## src/rtl/sctag_jbi_iq_rcv.sv

```systemverilog
// JBI request receiver: assembles RD/WR8 beats into packets and queues them for the sctag pipe.
// Define SCTAG_IQ_BYPASS_EN to forward a completing packet straight to the head when the queue is empty.
module sctag_jbi_iq_rcv #(
    parameter int IQ_DEPTH = 4,
    parameter int PTR_W    = 2
) (
    input  logic        rclk,
    input  logic        arst_l,
    input  logic [31:0] jbi_sctag_req_d1,
    input  logic        jbi_sctag_req_vld_d1,
    input  logic        iq_rdy,
    output logic        iq_vld,
    output logic [31:0] iq_hdr,
    output logic [63:0] iq_data,
    output logic        sctag_jbi_iq_dequeue,
    output logic        iq_err
);

    typedef enum logic [1:0] {
        IDLE  = 2'd0,
        DATA0 = 2'd1,
        DATA1 = 2'd2
    } st_t;

    localparam logic [2:0]     TYP_RD  = 3'b001;
    localparam logic [2:0]     TYP_WR8 = 3'b010;
    localparam logic [PTR_W:0] DEPTH_C = (PTR_W + 1)'(IQ_DEPTH);
    localparam logic [PTR_W:0] ONE_C   = (PTR_W + 1)'(1);

    st_t state, state_nxt;

    logic [31:0] hdr_q;
    logic [31:0] beat1_q;
    logic [31:0] mem_hdr  [IQ_DEPTH];
    logic [63:0] mem_data [IQ_DEPTH];
    logic [PTR_W-1:0] wr_ptr;
    logic [PTR_W-1:0] rd_ptr;
    logic [PTR_W:0]   count;
    logic [31:0] last_hdr;
    logic [63:0] last_data;
    logic        err_q;

    logic        vld;
    logic [31:0] req;
    logic        is_rd;
    logic        is_wr8;
    logic        lat_hdr;
    logic        lat_b1;
    logic        cpl;
    logic        bad_beat;
    logic [31:0] cpl_hdr;
    logic [63:0] cpl_data;

    logic fifo_vld;
    logic full;
    logic pop;
    logic fifo_pop;
    logic push_req;
    logic push;
    logic drop;

    assign vld    = jbi_sctag_req_vld_d1;
    assign req    = jbi_sctag_req_d1;
    assign is_rd  = (req[31:29] == TYP_RD);
    assign is_wr8 = (req[31:29] == TYP_WR8);

    // FSM: state register
    always_ff @(posedge rclk or negedge arst_l) begin
        if (!arst_l) begin
            state <= IDLE;
        end else begin
            state <= state_nxt;
        end
    end

    // FSM: next state
    always_comb begin
        state_nxt = IDLE;
        unique case (state)
            IDLE:    state_nxt = (vld && is_wr8) ? DATA0 : IDLE;
            DATA0:   state_nxt = vld ? DATA1 : IDLE;
            DATA1:   state_nxt = IDLE;
            default: state_nxt = IDLE;
        endcase
    end

    // FSM: beat decode
    always_comb begin
        lat_hdr  = 1'b0;
        lat_b1   = 1'b0;
        cpl      = 1'b0;
        bad_beat = 1'b0;
        unique case (state)
            IDLE: begin
                if (vld) begin
                    unique case (1'b1)
                        is_rd:   cpl      = 1'b1;
                        is_wr8:  lat_hdr  = 1'b1;
                        default: bad_beat = 1'b1;
                    endcase
                end
            end
            DATA0: begin
                lat_b1   = vld;
                bad_beat = ~vld;
            end
            DATA1: begin
                cpl      = vld;
                bad_beat = ~vld;
            end
            default: ;
        endcase
    end

    assign cpl_hdr  = (state == IDLE) ? req : hdr_q;
    assign cpl_data = (state == IDLE) ? 64'd0 : {beat1_q, req};

    always_ff @(posedge rclk or negedge arst_l) begin
        if (!arst_l) begin
            hdr_q   <= '0;
            beat1_q <= '0;
        end else begin
            if (lat_hdr) hdr_q <= req;
            if (lat_b1) beat1_q <= req;
        end
    end

    assign fifo_vld = (count != '0);
    assign full     = (count == DEPTH_C);

`ifdef SCTAG_IQ_BYPASS_EN
    logic byp;
    assign byp      = cpl & ~fifo_vld;
    assign iq_vld   = fifo_vld | byp;
    assign pop      = iq_vld & iq_rdy;
    assign fifo_pop = pop & fifo_vld;
    assign push_req = cpl & ~(byp & iq_rdy);

    always_comb begin
        iq_hdr  = last_hdr;
        iq_data = last_data;
        if (fifo_vld) begin
            iq_hdr  = mem_hdr[rd_ptr];
            iq_data = mem_data[rd_ptr];
        end else if (byp) begin
            iq_hdr  = cpl_hdr;
            iq_data = cpl_data;
        end
    end
`else
    assign iq_vld   = fifo_vld;
    assign pop      = iq_vld & iq_rdy;
    assign fifo_pop = pop;
    assign push_req = cpl;
    assign iq_hdr   = fifo_vld ? mem_hdr[rd_ptr] : last_hdr;
    assign iq_data  = fifo_vld ? mem_data[rd_ptr] : last_data;
`endif

    // a full queue still takes the packet if the head leaves this cycle
    assign push = push_req & (~full | fifo_pop);
    assign drop = push_req & ~push;

    assign sctag_jbi_iq_dequeue = pop;
    assign iq_err               = err_q;

    always_ff @(posedge rclk or negedge arst_l) begin
        if (!arst_l) begin
            for (int i = 0; i < IQ_DEPTH; i++) begin
                mem_hdr[i]  <= '0;
                mem_data[i] <= '0;
            end
            wr_ptr <= '0;
            rd_ptr <= '0;
            count  <= '0;
        end else begin
            if (push) begin
                mem_hdr[wr_ptr]  <= cpl_hdr;
                mem_data[wr_ptr] <= cpl_data;
                wr_ptr           <= wr_ptr + 1'b1;
            end
            if (fifo_pop) begin
                rd_ptr <= rd_ptr + 1'b1;
            end
            unique case ({push, fifo_pop})
                2'b10:   count <= count + ONE_C;
                2'b01:   count <= count - ONE_C;
                default: count <= count;
            endcase
        end
    end

    // head value shown while empty is the last one presented
    always_ff @(posedge rclk or negedge arst_l) begin
        if (!arst_l) begin
            last_hdr  <= '0;
            last_data <= '0;
            err_q     <= 1'b0;
        end else begin
            if (iq_vld) begin
                last_hdr  <= iq_hdr;
                last_data <= iq_data;
            end
            err_q <= bad_beat | drop;
        end
    end

endmodule
```

## config.mk

```make
export PLATFORM = sky130hd
export DESIGN_NAME = sctag_jbi_iq_rcv
export DESIGN_NICKNAME = d
export VERILOG_FILES = /design/src/rtl/sctag_jbi_iq_rcv.sv
export SDC_FILE = /design/constraint.sdc
export NUM_CORES = 1
export LEC_CHECK = 0
export CAP_MARGIN = 20
export CORE_MARGIN = 3
export CORE_UTILIZATION = 50
export CTS_BUF_LIST = sky130_fd_sc_hd__clkbuf_8
export DETAILED_ROUTE_END_ITERATION = 16
export GPL_ROUTABILITY_DRIVEN = 0
export GPL_TIMING_DRIVEN = 0
export PLACE_DENSITY = 0.75
export RECOVER_POWER = 25
export SLEW_MARGIN = 20
export SYNTH_ARGS = -nofsm -noshare
export SYNTH_HDL_FRONTEND = slang
export SYNTH_SLANG_ARGS = --single-unit
```

## constraint.sdc

```tcl
create_clock -name rclk -period 2.41 [get_ports rclk]
set_input_delay 0.3615 -clock rclk [delete_from_list [all_inputs] [get_ports rclk]]
set_output_delay 0.3615 -clock rclk [all_outputs]
set_load 0.02 [all_outputs]
```

### Word-level counts from Yosys, hierarchy flattened

Index checks and enable logic that the tools add are counted.

| word-level totals | value |
|---|---|
| flip-flop bits (word level) | 554 |
| input bits | 36 |
| output and inout port bits | 99 |
| word-level logic and storage cells | 78 |

| cells by class | value |
|---|---|
| add/subtract/negate cells | 4 |
| order comparisons | 3 |
| equal/unequal tests | 7 |
| multiplexer cells | 30 |
| bitwise gates (word level) | 10 |
| reduce and logical (&&, ||, !) cells | 7 |

Operators by type and width:

| kind | number |
|---|---|
| $mux W64 | 5 |
| $bwmux W256 | 1 |
| $mux W32 | 5 |
| $bmux W64 S2 | 1 |
| $bwmux W128 | 1 |
| $demux W64 S2 | 1 |
| $bmux W32 S2 | 1 |
| $demux W32 S2 | 1 |
| $mux W1 | 9 |
| $ge A3 B3 Y1 const B | 2 |
| $not A2 Y3 | 2 |
| $pmux W3 S2 | 1 |
| $add A2 B1 Y2 const B | 2 |
| $eq A2 B1 Y1 const B | 2 |
| $eq A2 B2 Y1 const B | 2 |
| $pmux W1 S2 | 2 |
| $pmux W2 S2 | 1 |
| $reduce_or A2 Y1 | 2 |
| $add A3 B1 Y3 const B | 1 |
| $and A1 B1 Y1 | 3 |
| $eq A3 B1 Y1 const B | 1 |
| $eq A3 B2 Y1 const B | 1 |
| $eq A3 B3 Y1 const B | 1 |
| $lt A3 B1 Y1 const B | 1 |
| 8 further kinds | 12 |

### Logic depth before layout (Yosys ltp)

Gate-level depths: netlist of run 1.

| depth | value |
|---|---|
| depth after elaboration | 8 |
| mapped depth | 12 |
| mapped depth without buffers | 10 |

### Worst setup path before layout of run 1

No wires, ideal clock.

| path | value |
|---|---|
| path type | reg2reg |
| start point | reg count[0] |
| end point | reg count[2] |
| setup time | 79 ps |
| data arrival time | 2,270 ps |
| data required time | 2,331 ps |
| path slack | 61 ps |
| stages on the path, launching flop included | 11 |
| path buffers | 2 |
| clock period less this slack | 2,349 ps |
| path through | dfrtp_1 > or3_1 > buf_2 > clkbuf_1 > and2_1 > ha_1 > inv_1 > fa_1 > xor2_1 > nor2_1 > xor2_1 |

| between the ends | value |
|---|---|
| word-level cells in the longest chain between the ends | 6 |
| elaborated cells between the ends (all ways) | 12 |
| those cells by class | 2 x add/sub; 3 x eq/ne; 1 x mux; 4 x bitwise; 2 x reduce/logical |

Ends and longest elaborated chain:

| item | line | text |
|---|---|---|
| start, declared | 38 | `logic [PTR_W:0] count;` |
| start signal, assigned | 185 | `2'b10: count <= count + ONE_C;` |
| start signal, assigned | 186 | `2'b01: count <= count - ONE_C;` |
| start signal, assigned | 187 | `default: count <= count;` |
| $reduce_bool A3 Y1 (*) | 128 | `assign fifo_vld = (count != '0);` |
| $and A1 B1 Y1 (*) | 152 | `assign pop = iq_vld & iq_rdy;` |
| via sctag_jbi_iq_dequeue | 15 | `output logic sctag_jbi_iq_dequeue,` |
| $or A1 B1 Y1 | 160 | `assign push = push_req & (~full \| fifo_pop);` |
| $and A1 B1 Y1 | 160 |  |
| $eq A2 B1 Y1 or $eq A2 B2 Y1 (tied branches) | 184 | `unique case ({push, fifo_pop})` |
| $pmux W3 S2 or $reduce_bool A2 Y1 (tied branches) | -- |  |

The timed path passes the listed nets; every way through them passes the cells marked *.
A chain may end at the register's enable or synchronous reset.

### Final worst setup path of run 1

| path | value |
|---|---|
| start point | reg count[0] |
| end point | out iq_data[52] |

| between the ends | value |
|---|---|
| word-level cells in the longest chain between the ends | 2 |

Ends and longest elaborated chain:

| item | line | text |
|---|---|---|
| $reduce_bool A3 Y1 | 128 |  |
| $mux W64 | 156 | `assign iq_data = fifo_vld ? mem_data[rd_ptr] : last_data;` |
| end, declared | 14 | `output logic [63:0] iq_data,` |

Every way passes these cells.

==> flow_summary.html, run 1 <==
<table>
<tr><th>Metric</th><th>Value</th></tr>
<tr><th colspan="2">Timing</th></tr>
<tr><td>Achievable Freq</td><td>between 0.3 and 0.4 GHz</td></tr>
<tr><td>Slew @ Worst Pin</td><td>1.16 ns</td></tr>
<tr><td>Number of hold violations in the final report</td><td>0</td></tr>
<tr><td>Worst max-slew margin expressed relative to the limit</td><td>between 20% and 30%</td></tr>
<tr><td>Post-layout worst setup margin</td><td>-0.458 ns</td></tr>
<tr><td>Shortest period the worst path allows</td><td>2.87 ns</td></tr>
<tr><td>Post-route worst hold slack</td><td>around 0.22 ns</td></tr>
<tr><td>Sum of negative setup slack</td><td>-87.02 ns</td></tr>
<tr><td>Unrepaired setup endpoints after global routing</td><td>yes</td></tr>
<tr><td>Final-report setup violation count</td><td>approximately 520</td></tr>
<tr><td>Final period utilization</td><td>119%</td></tr>
<tr><td>Number of pins exceeding their max-slew limit in the final report</td><td>0</td></tr>
<tr><td>Setup skew after layout</td><td>0.0230 ns</td></tr>
<tr><th colspan="2">Clocking</th></tr>
<tr><td>Clock-pin slew on the worst setup and hold paths</td><td>0.06 ns</td></tr>
<tr><td>Root buffer cell</td><td>sky130_fd_sc_hd__clkbuf_8</td></tr>
<tr><td>Max Buffers Root-to-Sink</td><td>3</td></tr>
<tr><td>Number of buffers created by CTS</td><td>95</td></tr>
<tr><td>Number of H-tree levels</td><td>3</td></tr>
<tr><td>Clock Sinks</td><td>~550</td></tr>
<tr><td>Worst-Skew Late Latency</td><td>0.68 ns</td></tr>
<tr><td>Clock tree from TritonCTS</td><td>done</td></tr>
<tr><th colspan="2">Worst setup path</th></tr>
<tr><td>Cell with the largest stage delay on the worst path</td><td>sky130_fd_sc_hd__or3_4</td></tr>
<tr><td>List of cells traversed by the critical path</td><td>or3_4, clkbuf_16, buf_12, clkbuf_16, mux2_4, buf_6</td></tr>
<tr><td>Crit. End Element</td><td>output pin</td></tr>
<tr><td>Dominant delay contributor by cell family on the critical path</td><td>buffers and inverters</td></tr>
<tr><td>Most repeated library cell on the critical path</td><td>sky130_fd_sc_hd__clkbuf_16</td></tr>
<tr><td>Largest fanout of any net on the critical path</td><td>10</td></tr>
<tr><td>Number of logic stages on the critical path including buffering</td><td>6</td></tr>
<tr><td>R2r worst-path depth</td><td>12</td></tr>
<tr><td>Classification of the worst setup path</td><td>flop to output pin</td></tr>
<tr><td>Largest stage delay, worst path</td><td>approximately 0.48 ns</td></tr>
<tr><td>Required time of the worst setup path</td><td>~2.1 ns</td></tr>
<tr><td>Number of buffer and inverter instances along the worst setup path</td><td>4</td></tr>
<tr><td>Type of element launching the critical path</td><td>flop</td></tr>
<tr><td>Arr. time, crit path</td><td>roughly 2.5 ns</td></tr>
<tr><th colspan="2">Job</th></tr>
<tr><td>Reported max-cap violation count</td><td>0</td></tr>
<tr><th colspan="2">Logic synthesis</th></tr>
<tr><td>Syn Std Cell Area</td><td>between 20,000 and 25,000 um^2</td></tr>
<tr><td>Cell types with the largest area share after synthesis</td><td>sky130_fd_sc_hd__dfrtp_1 (55%), sky130_fd_sc_hd__mux2_2 (23%), sky130_fd_sc_hd__mux4_2 (8.7%)</td></tr>
<tr><td>Share of synthesized cell area in and, or, nand and nor gates</td><td>under 10%</td></tr>
<tr><td>Net count after synthesis</td><td>approximately 1,600</td></tr>
<tr><td>Area fraction in compound gates after synthesis</td><td>less than 1%</td></tr>
<tr><td>Fraction of synthesized cell area in xor and xnor cells</td><td>0.245%</td></tr>
<tr><td>Library cell occupying the most area in the post-synthesis netlist</td><td>sky130_fd_sc_hd__dfrtp_1</td></tr>
<tr><td>Average cell area after synthesis</td><td>16.2 um^2</td></tr>
<tr><td>Post-Synthesis Cells</td><td>about 1,500</td></tr>
<tr><td>Most used DFF post-synth</td><td>sky130_fd_sc_hd__dfrtp_1</td></tr>
<tr><td>Dominant combinational cell family by area after synthesis</td><td>multiplexers</td></tr>
<tr><td>Share of synthesized cell area in full adder, half adder and majority cells</td><td>less than 1%</td></tr>
<tr><td>FFs w/ async S/R, synth</td><td>100%</td></tr>
<tr><td>Post-synthesis mux area share</td><td>about 39%</td></tr>
<tr><td>Seq cells post-synth</td><td>approximately 550</td></tr>
<tr><td>Number of enable-type register cells in the synthesized netlist</td><td>0</td></tr>
<tr><td>Number of synthesis warnings</td><td>0</td></tr>
<tr><td>Distinct cells, synth</td><td>31</td></tr>
<tr><td>Sequential-to-total area share from yosys stat</td><td>between 50% and 60%</td></tr>
<tr><td>Synth top area share</td><td>approximately 55%</td></tr>
<tr><th colspan="2">Placed design</th></tr>
<tr><td>Worst Setup Slack post-DPL</td><td>-1.42 ns</td></tr>
<tr><td>Cell count after placement</td><td>between 2,000 and 2,500</td></tr>
<tr><td>Total half-perimeter wirelength after legalization and detailed placement</td><td>~40 mm</td></tr>
<tr><td>Total cell area at the placement stage</td><td>27,300 um^2</td></tr>
<tr><td>Buffers on Ports</td><td>between 100 and 150</td></tr>
<tr><th colspan="2">Power</th></tr>
<tr><td>Net switching power of the design</td><td>approximately 9.9 mW</td></tr>
<tr><td>Worst-case vdd ir drop</td><td>between 1000 and 1500 uV</td></tr>
<tr><td>Part of the total power dissipated in combinational logic</td><td>between 30% and 40%</td></tr>
<tr><td>Internal power consumption</td><td>~23 mW</td></tr>
<tr><td>Clock network fraction of total power</td><td>a little over a quarter</td></tr>
<tr><td>Proportion of power drawn by flip-flops and latches</td><td>roughly 37%</td></tr>
<tr><td>Leakage power total</td><td>14.9 nW</td></tr>
<tr><td>Overall power consumption</td><td>around 32 mW</td></tr>
<tr><td>Pwr per Cell Area</td><td>1060 nW/um^2</td></tr>
<tr><td>Net switching fraction of the power</td><td>approximately 31%</td></tr>
<tr><th colspan="2">Finish</th></tr>
<tr><td>Post-layout instance count excluding filler cells</td><td>2,581</td></tr>
<tr><td>Design area</td><td>roughly 31,000 um^2</td></tr>
<tr><td>Final core occ</td><td>roughly 62%</td></tr>
<tr><td>Layout cells sized above 1</td><td>between 50% and 60%</td></tr>
<tr><td>Synthesis-to-layout area growth</td><td>22.8%</td></tr>
<tr><td>Final Net Count</td><td>approximately 1,900</td></tr>
<tr><th colspan="2">GRT</th></tr>
<tr><td>Number of global-route vias before repair</td><td>around 16,000</td></tr>
<tr><td>Number of antenna violations at the first check in global routing</td><td>1</td></tr>
<tr><td>Wire length of the first global-routing pass</td><td>slightly above 90 mm</td></tr>
<tr><td>Pin count of the biggest net entering global routing</td><td>100</td></tr>
<tr><td>Total global routing overflow</td><td>0</td></tr>
<tr><td>Global-route total usage across every layer</td><td>a little under a quarter</td></tr>
<tr><th colspan="2">Min path</th></tr>
<tr><td>Type of the worst min-delay path</td><td>input port to asynchronous set/reset pin</td></tr>
<tr><th colspan="2">Die</th></tr>
<tr><td>Die footprint</td><td>52,700 um^2</td></tr>
<tr><td>Top Ports</td><td>roughly 140</td></tr>
<tr><td>Initial standard-cell utilization of the core</td><td>between 50 and 60%</td></tr>
<tr><td>DIE WIDTH</td><td>between 200 and 250 um</td></tr>
<tr><td>Core area</td><td>between 40,000 and 50,000 um^2</td></tr>
<tr><td>Site row count</td><td>81</td></tr>
<tr><td>Overall die height</td><td>roughly 230 um</td></tr>
<tr><th colspan="2">Route</th></tr>
<tr><td>Iteration count of the initial detailed-routing pass</td><td>5</td></tr>
<tr><td>Number of nets with antenna violations after detailed routing</td><td>0</td></tr>
<tr><td>Via count</td><td>14,529</td></tr>
<tr><td>Per-cell via count in the routed design</td><td>roughly 5.6</td></tr>
<tr><td>Total wirelength of the detailed-routed design</td><td>roughly 60 mm</td></tr>
<tr><td>Initial drt markers</td><td>a little under 900</td></tr>
<tr><td>DRC violation count after routing</td><td>0</td></tr>
<tr><td>Drt wl/cell</td><td>roughly 23 um</td></tr>
<tr><th colspan="2">Status</th></tr>
<tr><td>Violated checks</td><td>setup timing</td></tr>
<tr><td>Outcome</td><td>finished, violations left</td></tr>
</table>
cells by family after synthesis:
| logic type | count (synthesis) |
|---|---|
| AOI/OAI and AO/OA | 10 |
| xor gates and xnor gates | 7 |
| and+or+nand+nor | 83 |
| muxes | 765 |
| buffers and inverters | 114 |
| DFF | 554 |
| adders and majority gates | 10 |
final cells by class:
| type | instances | area [um^2] |
|---|---|---|
| Antenna cell | 2 | 5.00 |
| Buffer | 97 | 991 |
| Clock buffer | 127 | 1750 |
| Clock inverter | 46 | 248 |
| Fill cell | 3591 | 18500 |
| Inverter | 11 | 45.0 |
| Multi-Input combinational cell | 875 | 10800 |
| Sequential cell | 554 | 13900 |
| Tap cell | 664 | 831 |
| Timing Repair Buffer | 205 | 2180 |
cells in the mapped netlist (3+ instances only):
cell / count
sky130_fd_sc_hd__a211oi_2: 4
sky130_fd_sc_hd__nor2b_1: 65
sky130_fd_sc_hd__buf_4: 4
sky130_fd_sc_hd__ha_1: 9
sky130_fd_sc_hd__buf_2: 47
sky130_fd_sc_hd__clkbuf_1: 34
sky130_fd_sc_hd__xor2_1: 4
sky130_fd_sc_hd__inv_1: 10
sky130_fd_sc_hd__dfrtp_1: 554
sky130_fd_sc_hd__xnor2_1: 3
sky130_fd_sc_hd__mux2_1: 160
sky130_fd_sc_hd__nand2_1: 8
sky130_fd_sc_hd__mux2_2: 509
sky130_fd_sc_hd__mux4_2: 96
sky130_fd_sc_hd__buf_6: 16
repair_timing:
item | 4_1_cts | 5_1_grt
buffers inserted | 27 | 28
endpoints found under the hold margin | 59 | 0
hold buffers | 1 | 0
gates resized for setup | 626 | 109
cloned | 4 | 6
setup endpoints to repair | 531 | 562
pin swaps | 6 | 10
state kept, by name, indices dropped and copies added, names as in the netlist, 2 cells and up:
name	count
mem_data	256
mem_hdr	128
last_data	64
beat1_q	32
hdr_q	32
last_hdr	32
count	3
rd_ptr	2
state	2
wr_ptr	2
placed cells by master, fill, tap and decap left out, drive strengths merged, types with 2 or more instances in the layout:
cell and count:
o21ai 2, mux4 96, nor4b 2, dfrtp 554, nor2b 65, a211oi 5, nand2 8, inv 44
bufinv 2, xnor2 3, a211o 2, clkinvlp 3, nor2 2, ha 9, diode 2, clkdlybuf4s50 34
buf 221, xor2 4, clkbuf 172, clkinv 8, mux2 669
layer usage:
metal	share of wire [%]	track usage, %	vias up
li1	-	-	6264
met1	42	30.1	7764
met2	50	37.3	374
met3	4.9	4.64	127
met4	3.2	8.18	0
met5	0	0	-
path summary, 6_finish.rpt:
| path | from | endpoint | slack (ns) |
|---|---|---|---|
| min reg2reg | hdr_q[30] | hdr_q[30] | 0.47 |
| min | arst_l | last_data[49] | 0.22 |
| min in group rclk | jbi_sctag_req_vld_d1 | iq_err | 0.35 |
| max | count[0] | iq_data[52] | -0.46 |
| max reg2reg | state[1] | count[2] | -0.42 |
| max in group asynchronous | arst_l | mem_data[139] | -0.03 |
worst register-to-register path: stages, from the launching register on:
cell,delay [ns]
sky130_fd_sc_hd__dfrtp_1,0.40
sky130_fd_sc_hd__inv_1,0.11
sky130_fd_sc_hd__ha_4,0.17
sky130_fd_sc_hd__buf_6,0.12
sky130_fd_sc_hd__nand4bb_1,0.08
sky130_fd_sc_hd__clkbuf_1,0.50
sky130_fd_sc_hd__a211o_1,0.32
sky130_fd_sc_hd__ha_4,0.18
sky130_fd_sc_hd__inv_2,0.04
sky130_fd_sc_hd__fa_2,0.35
sky130_fd_sc_hd__xor2_1,0.17
sky130_fd_sc_hd__nor2_1,0.16
sky130_fd_sc_hd__xor2_1,0.15
power groups by stage:
stage | clock network, mW | registers [mW] | logic [mW]
global route | 9.31 | 12.3 | 12.4
finish | 8.68 | 12.1 | 11.6
CTS | 8.86 | 12.1 | 10.9
global placement | 0 | 12.2 | 9.56
detailed placement | 0 | 12.2 | 9.81
floorplan | 0 | 11.9 | 6.60
No activity file was read; power rests on OpenSTA's default activity.
==> run 2, diff against run 1 <==
--- a/config.mk
+++ b/config.mk
@@ -12,7 +12,7 @@
 export DETAILED_ROUTE_END_ITERATION = 16
 export GPL_ROUTABILITY_DRIVEN = 0
 export GPL_TIMING_DRIVEN = 0
-export PLACE_DENSITY = 0.75
+export PLACE_DENSITY = 0.72
 export RECOVER_POWER = 25
 export SLEW_MARGIN = 20
 export SYNTH_ARGS = -nofsm -noshare
==> constraint.sdc (replaced) <==
create_clock -name rclk -period 3.6 [get_ports rclk]
set_input_delay 0.54 -clock rclk [delete_from_list [all_inputs] [get_ports rclk]]
set_output_delay 0.54 -clock rclk [all_outputs]
set_load 0.02 [all_outputs]
==> run 2 against run 1 <==
Net effect: the flow now finishes without violations; cell count fell by 2.4%; global-route usage shrank 0.69 points; first-iteration DRC count decreased by 18%; count of clock-buffer cells in the layout fell by 1; register-to-register slack improved by 0.94 ns; critical path type unchanged.
==> flow_summary.html, run 2 (synthesis results as in run 1) <==
<table>
<tr><th>Metric</th><th>Value</th></tr>
<tr><th colspan="2">Timing</th></tr>
<tr><td>Setup skew after layout</td><td>0.0335 ns (was 0.0230 ns)</td></tr>
<tr><td>Final-report setup violation count</td><td>0 (was 522)</td></tr>
<tr><td>Final period utilization</td><td>just under 100%</td></tr>
<tr><td>Post-route worst hold slack</td><td>0.328 ns (was 0.221 ns)</td></tr>
<tr><td>Sum of negative setup slack</td><td>0 ns (was -87.02 ns)</td></tr>
<tr><td>Number of pins exceeding their max-slew limit in the final report</td><td>0 (unchanged)</td></tr>
<tr><td>Unrepaired setup endpoints after global routing</td><td>yes (unchanged)</td></tr>
<tr><td>Shortest period the worst path allows</td><td>about 3.5 ns</td></tr>
<tr><td>Slew @ Worst Pin</td><td>1.43 ns (was 1.16 ns)</td></tr>
<tr><td>Worst max-slew margin expressed relative to the limit</td><td>4.95% (was 22.7%)</td></tr>
<tr><td>Number of hold violations in the final report</td><td>0 (unchanged)</td></tr>
<tr><td>Achievable Freq</td><td>0.285 GHz</td></tr>
<tr><th colspan="2">Die</th></tr>
<tr><td>DIE WIDTH</td><td>230 um (unchanged)</td></tr>
<tr><td>Initial standard-cell utilization of the core</td><td>50.8% (unchanged)</td></tr>
<tr><td>Core area</td><td>49,200 um^2 (unchanged)</td></tr>
<tr><td>Overall die height</td><td>230 um (unchanged)</td></tr>
<tr><td>Die footprint</td><td>52,700 um^2 (unchanged)</td></tr>
<tr><td>Site row count</td><td>81 (unchanged)</td></tr>
<tr><td>Top Ports</td><td>135 (unchanged)</td></tr>
<tr><th colspan="2">Worst setup path</th></tr>
<tr><td>Setup slack, reg-to-reg</td><td>0.52 ns (was -0.42 ns)</td></tr>
<tr><td>Largest fanout of any net on the critical path</td><td>11 (was 10)</td></tr>
<tr><td>Arr. time, crit path</td><td>2.96 ns (was 2.51 ns)</td></tr>
<tr><td>Type of element launching the critical path</td><td>flop (unchanged)</td></tr>
<tr><td>Critical R2R Launch</td><td>state[1] (unchanged)</td></tr>
<tr><td>Classification of the worst setup path</td><td>flop to output pin (unchanged)</td></tr>
<tr><td>Required time of the worst setup path</td><td>3.06 ns (was 2.05 ns)</td></tr>
<tr><td>Endpoint of the worst register-to-register path</td><td>mem_hdr[84] (was count[2])</td></tr>
<tr><td>R2r worst-path depth</td><td>9 (was 12)</td></tr>
<tr><td>Crit. End Element</td><td>output pin (unchanged)</td></tr>
<tr><th colspan="2">Clocking</th></tr>
<tr><td>Number of H-tree levels</td><td>3 (unchanged)</td></tr>
<tr><td>Root buffer cell</td><td>sky130_fd_sc_hd__clkbuf_8 (unchanged)</td></tr>
<tr><td>Max Buffers Root-to-Sink</td><td>3 (unchanged)</td></tr>
<tr><td>Clock-pin slew on the worst setup and hold paths</td><td>0.06 ns (about the same)</td></tr>
<tr><td>Number of buffers created by CTS</td><td>92 (was 95)</td></tr>
<tr><td>Worst-Skew Late Latency</td><td>0.66 ns (was 0.68 ns)</td></tr>
<tr><td>Clock tree from TritonCTS</td><td>done (unchanged)</td></tr>
<tr><td>Clock Sinks</td><td>554 (unchanged)</td></tr>
<tr><th colspan="2">Finish</th></tr>
<tr><td>Flip-flop count of the largest register after layout</td><td>256 (unchanged)</td></tr>
<tr><td>Synthesis-to-layout area growth</td><td>17.9% (was 22.8%)</td></tr>
<tr><td>Combined flip-flop and latch cell area</td><td>13,900 um^2 (unchanged)</td></tr>
<tr><td>Layout cells sized above 1</td><td>45.9% (was 52.7%)</td></tr>
<tr><td>Multi-input logic area</td><td>10,500 um^2 (was 10,800 um^2)</td></tr>
<tr><td>Commonest cells after routing, fill and taps aside</td><td>sky130_fd_sc_hd__dfrtp_1 (553), sky130_fd_sc_hd__mux2_2 (509), sky130_fd_sc_hd__mux2_1 (160) (was sky130_fd_sc_hd__dfrtp_1 (553), sky130_fd_sc_hd__mux2_2 (456), sky130_fd_sc_hd__mux2_1 (160))</td></tr>
<tr><td>Top register by number of flip-flops</td><td>mem_data (unchanged)</td></tr>
<tr><td>Final Net Count</td><td>1,824 (was 1,885)</td></tr>
<tr><td>Most common library cell in the layout ignoring fill and taps</td><td>sky130_fd_sc_hd__dfrtp_1 (unchanged)</td></tr>
<tr><td>Biggest regs</td><td>mem_data (256), mem_hdr (128), last_data (64) (unchanged)</td></tr>
<tr><td>Filler cell count</td><td>3,775 (was 3,591)</td></tr>
<tr><td>Final core occ</td><td>59.9% (was 62.4%)</td></tr>
<tr><th colspan="2">Route</th></tr>
<tr><td>Via count</td><td>13,967 (was 14,529)</td></tr>
<tr><td>Per-cell via count in the routed design</td><td>5.55 (was 5.63)</td></tr>
<tr><td>Iteration count of the initial detailed-routing pass</td><td>4 (was 5)</td></tr>
<tr><td>Initial drt markers</td><td>718 (was 876)</td></tr>
<tr><td>Drt wl/cell</td><td>22.6 um (was 23.3 um)</td></tr>
<tr><td>Total wirelength of the detailed-routed design</td><td>57.0 mm (was 60.3 mm)</td></tr>
<tr><td>Number of nets with antenna violations after detailed routing</td><td>0 (unchanged)</td></tr>
<tr><td>DRC violation count after routing</td><td>0 (unchanged)</td></tr>
<tr><th colspan="2">Power</th></tr>
<tr><td>Net switching power of the design</td><td>6.21 mW (was 9.90 mW)</td></tr>
<tr><td>Clock network fraction of total power</td><td>28.0% (was 26.8%)</td></tr>
<tr><td>Leakage power total</td><td>14.8 nW (was 14.9 nW)</td></tr>
<tr><td>Overall power consumption</td><td>20.2 mW (was 32.4 mW)</td></tr>
<tr><td>Worst-case vdd ir drop</td><td>481 uV (was 1300 uV)</td></tr>
<tr><td>Net switching fraction of the power</td><td>30.8% (was 30.5%)</td></tr>
<tr><td>Internal power consumption</td><td>14.0 mW (was 22.5 mW)</td></tr>
<tr><td>Part of the total power dissipated in combinational logic</td><td>31.9% (was 35.9%)</td></tr>
<tr><td>Proportion of power drawn by flip-flops and latches</td><td>40.1% (was 37.4%)</td></tr>
<tr><td>Pwr per Cell Area</td><td>686 nW/um^2 (was 1060 nW/um^2)</td></tr>
<tr><th colspan="2">GRT</th></tr>
<tr><td>Wire length of the first global-routing pass</td><td>89.2 mm (was 91.9 mm)</td></tr>
<tr><td>Number of antenna violations at the first check in global routing</td><td>1 (unchanged)</td></tr>
<tr><td>Total global routing overflow</td><td>0 (unchanged)</td></tr>
<tr><td>Pin count of the biggest net entering global routing</td><td>104 (was 100)</td></tr>
<tr><td>Number of global-route vias before repair</td><td>15,269 (was 15,917)</td></tr>
<tr><td>Global-route total usage across every layer</td><td>22.0% (was 22.7%)</td></tr>
<tr><th colspan="2">Min path</th></tr>
<tr><td>Type of the worst min-delay path</td><td>input port to asynchronous set/reset pin (unchanged)</td></tr>
<tr><th colspan="2">Placed design</th></tr>
<tr><td>Buffers on Ports</td><td>133 (unchanged)</td></tr>
<tr><td>Total half-perimeter wirelength after legalization and detailed placement</td><td>39.3 mm (was 40.3 mm)</td></tr>
<tr><th colspan="2">Status</th></tr>
<tr><td>Outcome</td><td>finished clean (was finished, violations left)</td></tr>
<tr><th colspan="2">Job</th></tr>
<tr><td>Reported max-cap violation count</td><td>0 (unchanged)</td></tr>
</table>
==> run 2: critical path: stages (launching register included) <==
cell                              delay, ns
sky130_fd_sc_hd__dfrtp_1               0.44
sky130_fd_sc_hd__or3_1                 0.37
sky130_fd_sc_hd__buf_2                 0.20
sky130_fd_sc_hd__buf_6                 0.21
sky130_fd_sc_hd__clkbuf_4              0.22
sky130_fd_sc_hd__mux2_2                0.25
sky130_fd_sc_hd__clkdlybuf4s50_1       0.60
==> run 2: worst max-delay path by stage <==
stage,from,end,slack (ns),cells past startpoint
final,count[1],iq_data[16],0.1,6
after global routing,count[1],iq_data[42],-0.02,6
after CTS,count[1],iq_data[42],-0.14,6
after detailed placement,rd_ptr[1],iq_data[53],-0.40,6
after global placement,arst_l,mem_hdr[23],-21.79,1
after floorplan,rd_ptr[0],iq_data[45],1.17,5
==> run 2: per-layer routing <==
metal	routed length, um	vias to the layer above	GRT usage (%)
met5	0	-	0
met4	1380	0	7.29
met3	2270	92	4.18
met2	28000	248	35.6
met1	25300	7498	30.2
li1	-	6129	-
==> run 2: stage by stage <==
| stage | worst slack [ns] | cell area (um^2) | cells |
|---|---|---|---|
| after detailed placement | -0.400 | 27300 | 2346 |
| after global placement | -21.79 | 27200 | 2340 |
| after global routing | -0.0173 | 29500 | 2514 |
| final | 0.0961 | 29500 | 2518 |
| after CTS | -0.144 | 29300 | 2512 |
| after floorplan | 1.17 | 25000 | 1543 |
==> run 2: layout make-up <==
type,count,area share [%]
inverters,11,0.140
plain buffers,102,2.33
clock inverters,40,0.650
flip-flops and latches,554,47.1
clock buffers,126,5.89
well taps,664,2.82
repair buffers,142,5.43
diodes,4,0.0340
multi-input cells,875,35.7
==> run 2: power groups by stage <==
| stage | combinational [mW] | clock [mW] | sequential (mW) |
|---|---|---|---|
| after floorplan | 4.42 | 0 | 7.97 |
| after global placement | 6.40 | 0 | 8.16 |
| after detailed placement | 6.53 | 0 | 8.20 |
| after CTS | 6.59 | 5.79 | 8.12 |
| after global routing | 6.93 | 6.07 | 8.25 |
| final | 6.44 | 5.66 | 8.10 |
==> run 2: what timing repair did <==
action / CTS / global route
buffers inserted: 0 / 2
resized for setup: 34 / 87
endpoints found under the setup margin: 97 / 90
hold buffers: 1 / 0
endpoints found under the hold margin: 29 / 0
==> run 3, diff against run 2 <==
--- a/config.mk
+++ b/config.mk
@@ -11,7 +11,6 @@
 export CTS_BUF_LIST = sky130_fd_sc_hd__clkbuf_8
 export DETAILED_ROUTE_END_ITERATION = 16
 export GPL_ROUTABILITY_DRIVEN = 0
-export GPL_TIMING_DRIVEN = 0
 export PLACE_DENSITY = 0.72
 export RECOVER_POWER = 25
 export SLEW_MARGIN = 20
==> run 3 against run 2 <==
Net effect: fmax barely moved; sequential power hardly changed; global-route usage decreased by 0.15 points; first-iteration DRC count decreased by 15%; non-clock buffer count is 56 lower; count of clock-buffer cells in the layout is 8 lower; cell count is 2.4% lower; routed wire length down 2.0%; the flow now finishes with violations (capacitance limit, slew limit); power decreased by 0.79%; worst hold slack improved by 0.15 ns; highest routed layer unchanged; sequential share of layout area rose by 0.44 points; utilization decreased by 0.52 points.
==> flow_summary.html, run 3 (synthesis results as in run 1) <==
<table>
<tr><th>Metric</th><th>Value</th></tr>
<tr><th colspan="2">Finish</th></tr>
<tr><td>Combined flip-flop and latch cell area</td><td>13,900 um^2 (about the same)</td></tr>
<tr><td>Multi-input logic area</td><td>10,600 um^2 (was 10,500 um^2)</td></tr>
<tr><td>Post-layout instance count excluding filler cells</td><td>2,457 (was 2,518)</td></tr>
<tr><td>Design area</td><td>29,200 um^2 (was 29,500 um^2)</td></tr>
<tr><td>Flip-flop count of the largest register after layout</td><td>256 (unchanged)</td></tr>
<tr><td>Synthesis-to-layout area growth</td><td>16.9% (was 17.9%)</td></tr>
<tr><td>Top register by number of flip-flops</td><td>mem_data (unchanged)</td></tr>
<tr><td>Most common library cell in the layout ignoring fill and taps</td><td>sky130_fd_sc_hd__dfrtp_1 (unchanged)</td></tr>
<tr><td>Layout cells sized above 1</td><td>44.6% (was 45.9%)</td></tr>
<tr><td>Filler cell count</td><td>3,807 (was 3,775)</td></tr>
<tr><td>Commonest cells after routing, fill and taps aside</td><td>sky130_fd_sc_hd__dfrtp_1 (552), sky130_fd_sc_hd__mux2_2 (509), sky130_fd_sc_hd__mux2_1 (160) (was sky130_fd_sc_hd__dfrtp_1 (553), sky130_fd_sc_hd__mux2_2 (509), sky130_fd_sc_hd__mux2_1 (160))</td></tr>
<tr><td>Final Net Count</td><td>1,769 (was 1,824)</td></tr>
<tr><td>Biggest regs</td><td>mem_data (256), mem_hdr (128), last_data (64) (unchanged)</td></tr>
<tr><th colspan="2">Status</th></tr>
<tr><td>Violated checks</td><td>capacitance limit, slew limit</td></tr>
<tr><td>Outcome</td><td>finished, violations left (was finished clean)</td></tr>
<tr><th colspan="2">Power</th></tr>
<tr><td>Net switching power of the design</td><td>6.11 mW (was 6.21 mW)</td></tr>
<tr><td>Pwr per Cell Area</td><td>686 nW/um^2 (about the same)</td></tr>
<tr><td>Leakage power total</td><td>13.8 nW (was 14.8 nW)</td></tr>
<tr><td>Worst-case vdd ir drop</td><td>522 uV (was 481 uV)</td></tr>
<tr><td>Overall power consumption</td><td>20.0 mW (was 20.2 mW)</td></tr>
<tr><td>Part of the total power dissipated in combinational logic</td><td>32.0% (was 31.9%)</td></tr>
<tr><td>Net switching fraction of the power</td><td>30.5% (was 30.8%)</td></tr>
<tr><td>Internal power consumption</td><td>13.9 mW (was 14.0 mW)</td></tr>
<tr><td>Proportion of power drawn by flip-flops and latches</td><td>40.6% (was 40.1%)</td></tr>
<tr><td>Clock network fraction of total power</td><td>27.4% (was 28.0%)</td></tr>
<tr><th colspan="2">Timing</th></tr>
<tr><td>Worst max-slew margin expressed relative to the limit</td><td>-70.2% (was 4.95%)</td></tr>
<tr><td>Number of pins exceeding their max-slew limit in the final report</td><td>88 (was 0)</td></tr>
<tr><td>Unrepaired setup endpoints after global routing</td><td>yes (unchanged)</td></tr>
<tr><td>Setup skew after layout</td><td>0.0310 ns (was 0.0335 ns)</td></tr>
<tr><td>Achievable Freq</td><td>0.286 GHz (was 0.285 GHz)</td></tr>
<tr><td>Shortest period the worst path allows</td><td>3.50 ns (about the same)</td></tr>
<tr><td>Final-report setup violation count</td><td>0 (unchanged)</td></tr>
<tr><td>Slew @ Worst Pin</td><td>2.55 ns (was 1.43 ns)</td></tr>
<tr><td>Final period utilization</td><td>97.3% (about the same)</td></tr>
<tr><td>Number of hold violations in the final report</td><td>0 (unchanged)</td></tr>
<tr><td>Post-route worst hold slack</td><td>0.474 ns (was 0.328 ns)</td></tr>
<tr><th colspan="2">Placed design</th></tr>
<tr><td>Total cell area at the placement stage</td><td>27,400 um^2 (was 27,300 um^2)</td></tr>
<tr><td>Total half-perimeter wirelength after legalization and detailed placement</td><td>37.0 mm (was 39.3 mm)</td></tr>
<tr><td>Cell count after placement</td><td>2,291 (was 2,346)</td></tr>
<tr><td>Buffers on Ports</td><td>134 (was 133)</td></tr>
<tr><th colspan="2">Route</th></tr>
<tr><td>Met3 WL post-DR</td><td>2.71 mm (was 2.27 mm)</td></tr>
<tr><td>Drt wl/cell</td><td>22.7 um (was 22.6 um)</td></tr>
<tr><td>Iteration count of the initial detailed-routing pass</td><td>4 (unchanged)</td></tr>
<tr><td>Top metal layer carrying routed signals</td><td>met4 (unchanged)</td></tr>
<tr><td>Number of nets with antenna violations after detailed routing</td><td>0 (unchanged)</td></tr>
<tr><td>Total wirelength of the detailed-routed design</td><td>55.8 mm (was 57.0 mm)</td></tr>
<tr><td>Met2 WL post-DR</td><td>27.3 mm (was 28.0 mm)</td></tr>
<tr><td>Via count</td><td>13,649 (was 13,967)</td></tr>
<tr><td>Met1 Wirelength</td><td>24.4 mm (was 25.3 mm)</td></tr>
<tr><td>Initial drt markers</td><td>609 (was 718)</td></tr>
<tr><td>Per-cell via count in the routed design</td><td>5.56 (was 5.55)</td></tr>
<tr><td>DRC violation count after routing</td><td>0 (unchanged)</td></tr>
<tr><th colspan="2">Clocking</th></tr>
<tr><td>Max Buffers Root-to-Sink</td><td>3 (unchanged)</td></tr>
<tr><td>Number of H-tree levels</td><td>3 (unchanged)</td></tr>
<tr><td>Number of setup buffers added after CTS</td><td>0 (unchanged)</td></tr>
<tr><td>Clock-pin slew on the worst setup and hold paths</td><td>0.06 ns (about the same)</td></tr>
<tr><td>Root buffer cell</td><td>sky130_fd_sc_hd__clkbuf_8 (unchanged)</td></tr>
<tr><td>Clock tree from TritonCTS</td><td>done (unchanged)</td></tr>
<tr><td>Number of buffers created by CTS</td><td>93 (was 92)</td></tr>
<tr><td>Clock Sinks</td><td>554 (unchanged)</td></tr>
<tr><td>Worst-Skew Late Latency</td><td>0.68 ns (was 0.66 ns)</td></tr>
<tr><th colspan="2">GRT</th></tr>
<tr><td>Number of global-route vias before repair</td><td>15,054 (was 15,269)</td></tr>
<tr><td>Wire length of the first global-routing pass</td><td>88.9 mm (was 89.2 mm)</td></tr>
<tr><td>Number of antenna violations at the first check in global routing</td><td>0 (was 1)</td></tr>
<tr><td>Pin count of the biggest net entering global routing</td><td>93 (was 104)</td></tr>
<tr><td>Global-route total usage across every layer</td><td>21.9% (was 22.0%)</td></tr>
<tr><td>Total global routing overflow</td><td>0 (unchanged)</td></tr>
<tr><th colspan="2">Min path</th></tr>
<tr><td>Type of the worst min-delay path</td><td>flop to flop (was input port to asynchronous set/reset pin)</td></tr>
<tr><th colspan="2">Worst setup path</th></tr>
<tr><td>Classification of the worst setup path</td><td>flop to output pin (unchanged)</td></tr>
<tr><td>Largest fanout of any net on the critical path</td><td>34 (was 11)</td></tr>
<tr><td>Arr. time, crit path</td><td>2.96 ns (about the same)</td></tr>
<tr><td>Type of element launching the critical path</td><td>flop (unchanged)</td></tr>
<tr><td>Required time of the worst setup path</td><td>3.06 ns (about the same)</td></tr>
<tr><td>Crit. End Element</td><td>output pin (unchanged)</td></tr>
<tr><th colspan="2">Die</th></tr>
<tr><td>Initial standard-cell utilization of the core</td><td>50.8% (unchanged)</td></tr>
<tr><td>Core area</td><td>49,200 um^2 (unchanged)</td></tr>
<tr><td>Top Ports</td><td>135 (unchanged)</td></tr>
<tr><td>Overall die height</td><td>230 um (unchanged)</td></tr>
<tr><td>Die footprint</td><td>52,700 um^2 (unchanged)</td></tr>
<tr><td>Site row count</td><td>81 (unchanged)</td></tr>
<tr><td>DIE WIDTH</td><td>230 um (unchanged)</td></tr>
<tr><th colspan="2">Job</th></tr>
<tr><td>Reported max-cap violation count</td><td>1 (was 0)</td></tr>
</table>
-- run 3: final cells by class --
type,instances,area share [%]
tap,664,2.84
antenna,1,0.00857
clock inverter,46,0.814
clock buffer,118,5.56
timing repair buffer,188,6.96
inverter,11,0.141
sequential,554,47.5
multi-input combinational,875,36.2
-- run 3: through the flow --
step | util [%] | TNS (ns) | setup WS (ns)
6_report | 59.4 | 0 | 0.0989
5_1_grt | 59.4 | -0.00955 | -0.00522
4_1_cts | 59.5 | 0 | 0.0210
3_5_place_dp | 55.7 | 0 | 0.481
3_3_place_gp | 55.7 | 0 | 0.521
2_1_floorplan | - | 0 | 1.17
-- run 3: worst paths after layout --
check	start	to	slack, ns	cells past startpoint
max	rd_ptr[0]	iq_hdr[16]	0.1	4
min	hdr_q[30]	hdr_q[30]	0.47	1
max reg2reg	count[0]	count[2]	0.90	9
min reg2reg	hdr_q[30]	hdr_q[30]	0.47	1
max in group asynchronous	arst_l	mem_hdr[71]	0.58	3
min in group asynchronous	arst_l	beat1_q[0]	1.22	2
-- run 3: what timing repair did --
action	in CTS	in global routing
gates resized for setup	0	0
hold buffers	1	0
hold endpoints to repair	80	0
setup endpoints to repair	0	4
-- run 3: critical path, cell delays in order (launching register included) --
cell	delay, ns
sky130_fd_sc_hd__dfrtp_4	0.46
sky130_fd_sc_hd__buf_12	0.29
sky130_fd_sc_hd__mux4_2	0.60
sky130_fd_sc_hd__mux2_2	0.33
sky130_fd_sc_hd__clkdlybuf4s50_1	0.56
-- run 3: power by group through the flow --
stage / logic, mW / registers [mW] / clock network, mW
floorplan: 4.42 / 7.97 / 0
global placement: 6.41 / 8.14 / 0
detailed placement: 6.51 / 8.24 / 0
CTS: 6.56 / 8.13 / 5.65
global route: 6.89 / 8.29 / 5.95
finish: 6.41 / 8.13 / 5.50
-- run 3: layer usage --
metal,GRT usage [%],up-vias
met5,0,-
met4,6.59,0
met3,3.94,85
met2,35.9,265
met1,29.9,7289
li1,-,6010
